### src/rtl/y86_pkg.sv
// Shared Y86 condition-code types and constants.
// Optional feature macro used by cc_cond_unit: CC_BYPASS_EN.
package y86_pkg;

    // jXX / cmovXX function codes
    localparam int unsigned C_YES = 0;
    localparam int unsigned C_LE  = 1;
    localparam int unsigned C_L   = 2;
    localparam int unsigned C_E   = 3;
    localparam int unsigned C_NE  = 4;
    localparam int unsigned C_GE  = 5;
    localparam int unsigned C_G   = 6;

    typedef struct packed {
        logic zf;
        logic sf;
        logic of;
    } cc_t;

    localparam cc_t CC_RESET = '{zf: 1'b1, sf: 1'b0, of: 1'b0};

    typedef enum logic {
        CC_INIT = 1'b0,
        CC_LIVE = 1'b1
    } cc_state_e;

endpackage

### src/rtl/cc_cond_eval.sv
// Combinational jXX/cmovXX condition evaluator over a set of condition codes.
module cc_cond_eval
    import y86_pkg::*;
#(
    parameter int unsigned IFUN_W = 4
) (
    input  cc_t               cc,
    input  logic [IFUN_W-1:0] ifun,
    output logic              cnd,
    output logic              illegal
);

    logic lt;

    assign lt = cc.sf ^ cc.of;

    // Decode the function code; anything past C_G is not a condition
    always_comb begin
        cnd     = 1'b0;
        illegal = 1'b0;
        case (ifun)
            IFUN_W'(C_YES): cnd = 1'b1;
            IFUN_W'(C_LE):  cnd = lt | cc.zf;
            IFUN_W'(C_L):   cnd = lt;
            IFUN_W'(C_E):   cnd = cc.zf;
            IFUN_W'(C_NE):  cnd = ~cc.zf;
            IFUN_W'(C_GE):  cnd = ~lt;
            IFUN_W'(C_G):   cnd = ~lt & ~cc.zf;
            default:        illegal = 1'b1;
        endcase
    end

endmodule

### src/rtl/cc_cond_unit.sv
// Y86 SEQ Execute condition-code register and condition evaluation.
// Define CC_BYPASS_EN to evaluate conditions on the flags being written
// this cycle instead of the registered ones.
module cc_cond_unit
    import y86_pkg::*;
#(
    parameter int unsigned W      = 64,
    parameter int unsigned IFUN_W = 4
) (
    input  logic              clk,
    input  logic              rst,
    input  logic              set_cc,
    input  logic              stall,
    input  logic              exc,
    input  logic [W-1:0]      alu_result,
    input  logic              alu_overflow,
    input  logic              cond_req,
    input  logic [IFUN_W-1:0] ifun,
    output logic              zf,
    output logic              sf,
    output logic              of,
    output logic              cc_live,
    output logic              cnd,
    output logic              cond_err
);

    cc_t       cc_q, cc_d, cc_new, eval_cc;
    cc_state_e state_q, state_d;
    logic      upd;
    logic      eval_cnd, eval_illegal;

    assign upd    = set_cc & ~stall & ~exc;
    assign cc_new = '{zf: (alu_result == '0), sf: alu_result[W-1], of: alu_overflow};

    // Next flag value: load from the ALU only on an unblocked update
    always_comb begin
        cc_d = cc_q;
        if (upd) begin
            cc_d = cc_new;
        end
    end

    // Flag register
    always_ff @(posedge clk) begin
        if (rst) begin
            cc_q <= CC_RESET;
        end else begin
            cc_q <= cc_d;
        end
    end

    // FSM state register
    always_ff @(posedge clk) begin
        if (rst) begin
            state_q <= CC_INIT;
        end else begin
            state_q <= state_d;
        end
    end

    // FSM next state: the first accepted update makes the flags live
    always_comb begin
        state_d = state_q;
        case (state_q)
            CC_INIT: if (upd) state_d = CC_LIVE;
            CC_LIVE: state_d = CC_LIVE;
            default: state_d = CC_INIT;
        endcase
    end

    // FSM output decode
    always_comb begin
        cc_live = 1'b0;
        if (state_q == CC_LIVE) begin
            cc_live = 1'b1;
        end
    end

`ifdef CC_BYPASS_EN
    assign eval_cc = upd ? cc_new : cc_q;
`else
    assign eval_cc = cc_q;
`endif

    cc_cond_eval #(
        .IFUN_W (IFUN_W)
    ) u_eval (
        .cc      (eval_cc),
        .ifun    (ifun),
        .cnd     (eval_cnd),
        .illegal (eval_illegal)
    );

    assign cnd      = cond_req & eval_cnd;
    assign cond_err = cond_req & eval_illegal;

    assign zf = cc_q.zf;
    assign sf = cc_q.sf;
    assign of = cc_q.of;

endmodule
### config.mk
export PLATFORM = sky130hd
export DESIGN_NAME = cc_cond_unit
export DESIGN_NICKNAME = d
export VERILOG_FILES = /design/src/rtl/y86_pkg.sv /design/src/rtl/cc_cond_eval.sv /design/src/rtl/cc_cond_unit.sv
export SDC_FILE = /design/constraint.sdc
export NUM_CORES = 1
export LEC_CHECK = 0
export ABC_AREA = 1
export CORE_ASPECT_RATIO = 0.7
export CORE_UTILIZATION = 21
export DETAILED_ROUTE_END_ITERATION = 6
export MAX_ROUTING_LAYER = met4
export PLACE_DENSITY_LB_ADDON = 0.1
export SLEW_MARGIN = 10
export SYNTH_ARGS = -nofsm -noshare
export SYNTH_HDL_FRONTEND = slang
export SYNTH_SLANG_ARGS = --single-unit
### constraint.sdc
create_clock -name clk -period 1.31 [get_ports clk]
set_input_delay 0.393 -clock clk [delete_from_list [all_inputs] [get_ports clk]]
set_output_delay 0.393 -clock clk [all_outputs]
set_load 0.02 [all_outputs]
==> run summary <==
Initial antenna violation count: 0
CP max stage delay: 0.32 ns
Crit-path cells: inv_2 -> o21ai_2 -> nor3_2 -> nand2_2 -> a21oi_4 -> buf_6
All-layer global routing usage: 19.6%
Largest net degree at the start of global routing: 5
DP Wirelength: 1940 um
Total wire length: 2210 um
Die width: 58.3 um
Internal Power: 0.000482 W
Fin Setup TNS: -0.248 ns
Reg area: 83.8 um^2
CP max-delay cell: dfxtp_2
DR vias/cell: 4.28
Clk pin slew, worst setup/hold paths: 0.04 ns
IO Count: 81
Total CTS buffers: 3
Top-count cell post-synth: nor2_1
Final Slew Violations: 0
Commonest cells post-synth: nor2_1, nand2_1, inv_1
Height of the chip: 41.4 um
Yosys top cell area share: 34.7%
Count of different cell masters after synthesis: 16
Layout cell share with drive strength beyond 1: 22.7%
RSZ-0062 raised after global routing: yes
Sw Pwr: 0.000170 W
Yosys reg bits: 4
Via count: 903
Average routed wire per standard cell: 10.5 um
IO buf count: 80
FP Rows: 13
Maxcap violations: 0
Clock buffer depth: 2
Synthesized cell area: 465 um^2
Final Cycle Share: 119%
Synth area leader: nor2_1
Async set or reset register ratio after synthesis: 0%
Clock power frac: 25.0%
Net Count, Synth: 167
Final instance area: 1420 um^2
Switching share of power: 26.1%
Hold WC Path Type: reg -> reg
Inserted Diodes: 0
Area grow syn2layout: 205%
CTS tree: built
Slew of the pin with the lowest slew margin: 0.213 ns
Outcome: complete, but fails checks
Initial Utilization: 23.6%
Pwr/cell area: 460 nW/um^2
Number of global-route vias before repair: 859
Synth warn: 0
Hold_ws: 0.453 ns
Layout Skew: 0 ns
Leak: 0.568 nW
Global-route wire length before repair: 3330 um
Crit-path max FO: 3
Initial DRC count: 19
Clk_lat worst skew: 0.24 ns
CTS Root Cell: clkbuf_4
Post-Synthesis Cells: 92
Peak Freq: 642 MHz
Non-Filler Instances: 211
Critical path launch point type: register
ANT nets after route: 0
DP Cell Count: 208
Number of flops mapped to enable cells by yosys: 0
CTS sink cnt: 4
Final core utilization: 72.1%
Synth Flop Type: dfxtp_1
Cell Area, Placed: 1370 um^2
Die area: 2410 um^2
CTS H-tree depth: 1
Final setup vio count: 1
Worst VDD drop: 0.264 mV
DRC: 0
Multi-input gate area: 414 um^2
Final worst slack: -0.248 ns
Worst EP arrival: 1.16 ns
Slew margin rel.: 85.7%
Grt total ovfl: 0
Nets: 258
Failing checks: setup timing
FILL cells: 169
Final GP Congestion: 0.723
Hold Vio Cnt, Final: 0
Crit path kind: reg -> out
Top post-synthesis cells by area: nor2_1, dfxtp_1, nand2_1
Initial DRT Pass Iterations: 4
Average size of a mapped cell: 5.06 um^2
Core Region: 1970 um^2
Setup crit end kind: primary output
Register share of total power: 20.8%
Register area share after synthesis: 17.2%
Worst Path Required: 0.92 ns
Comb pwr share: 54.2%
Minimum clock period: 1.56 ns
kinds of logic (layout without fill, tap and decap cells):
kind of cell	after synthesis	after routing	synth area share [%]
AND/OR/NAND/NOR	74	74	67.7
flip-flops	4	4	17.2
buffers and inverters	7	96	5.64
AO/OA/AOI/OAI	7	7	9.41
metal layers:
layer  GRT usage (%)  vias to the layer above  wire length (um)
met5               -                        -                 0
met4            2.98                        0                 6
met3            8.02                        2               234
met2            43.1                       46              1180
met1            16.6                      383               785
li1                -                      472                 -
metrics by stage:
stage	worst slack, ns	power (W)
5_1_grt	-0.343	0.000704
6_report	-0.248	0.000652
3_3_place_gp	-1.05	0.000470
2_1_floorplan	-0.0470	0.000211
3_5_place_dp	-1.07	0.000478
4_1_cts	-0.268	0.000651
worst max-delay path, delay by kind of cell (launching register included):
family | cells | cell delay (ns)
AND/OR/NAND/NOR | 2 | 0.21
AO/OA/AOI/OAI | 2 | 0.21
flip-flops | 1 | 0.32
buffers and inverters | 2 | 0.18
cells in the final DEF, fill, tap and decap left out:
cell type,instances
a211oi_1,2
a21oi_1,2
a21oi_4,2
and2_1,1
buf_2,2
buf_4,5
buf_6,6
clkbuf_2,2
clkbuf_4,3
clkdlybuf4s15_1,1
clkdlybuf4s50_1,69
dfxtp_1,1
dfxtp_2,3
dlygate4sd2_1,1
inv_1,1
inv_2,6
nand2_1,15
nand2_2,4
nand3_1,3
nand3_2,1
nand3b_4,1
nand4_1,3
nor2_1,40
nor2_2,3
nor2_4,1
nor3_2,1
o21ai_2,1
or2_1,1
sequential cells by signal, indices dropped and copies added (netlist names):
name	count
sf	1
state_q	1
of	1
zf	1
path summary, 6_finish.rpt:
kind                            startpoint       to  slack (ns)  depth (start not counted)
worst max-delay path                    zf      cnd       -0.25                          6
worst min-delay path               state_q  state_q        0.45                          2
worst max register to register          sf       sf        0.47                          3
worst min register to register     state_q  state_q        0.45                          2
area by class of cell:
| class | count | area share, % |
|---|---|---|
| clock buffers | 3 | 1.59 |
| multi-input cells | 81 | 29.2 |
| inverters | 7 | 1.85 |
| flip-flops and latches | 4 | 5.91 |
| well taps | 30 | 2.65 |
| repair buffers | 86 | 58.8 |
timing repair:
action,CTS,global route
pin swaps,9,6
endpoints found under the hold margin,0,0
endpoints found under the setup margin,6,6
buffers inserted,0,0
hold buffers,0,0
resized for setup,55,9
power by group through the flow:
stage / Clock (W) / Combinational (W) / Sequential, W
finish: 0.000163 / 0.000354 / 0.000135
global route: 0.000186 / 0.000382 / 0.000136
CTS: 0.000166 / 0.000350 / 0.000135
detailed placement: 0 / 0.000343 / 0.000136
global placement: 0 / 0.000334 / 0.000136
floorplan: 0 / 0.0000672 / 0.000144
Note: power is estimated with default switching activity, not from simulation.
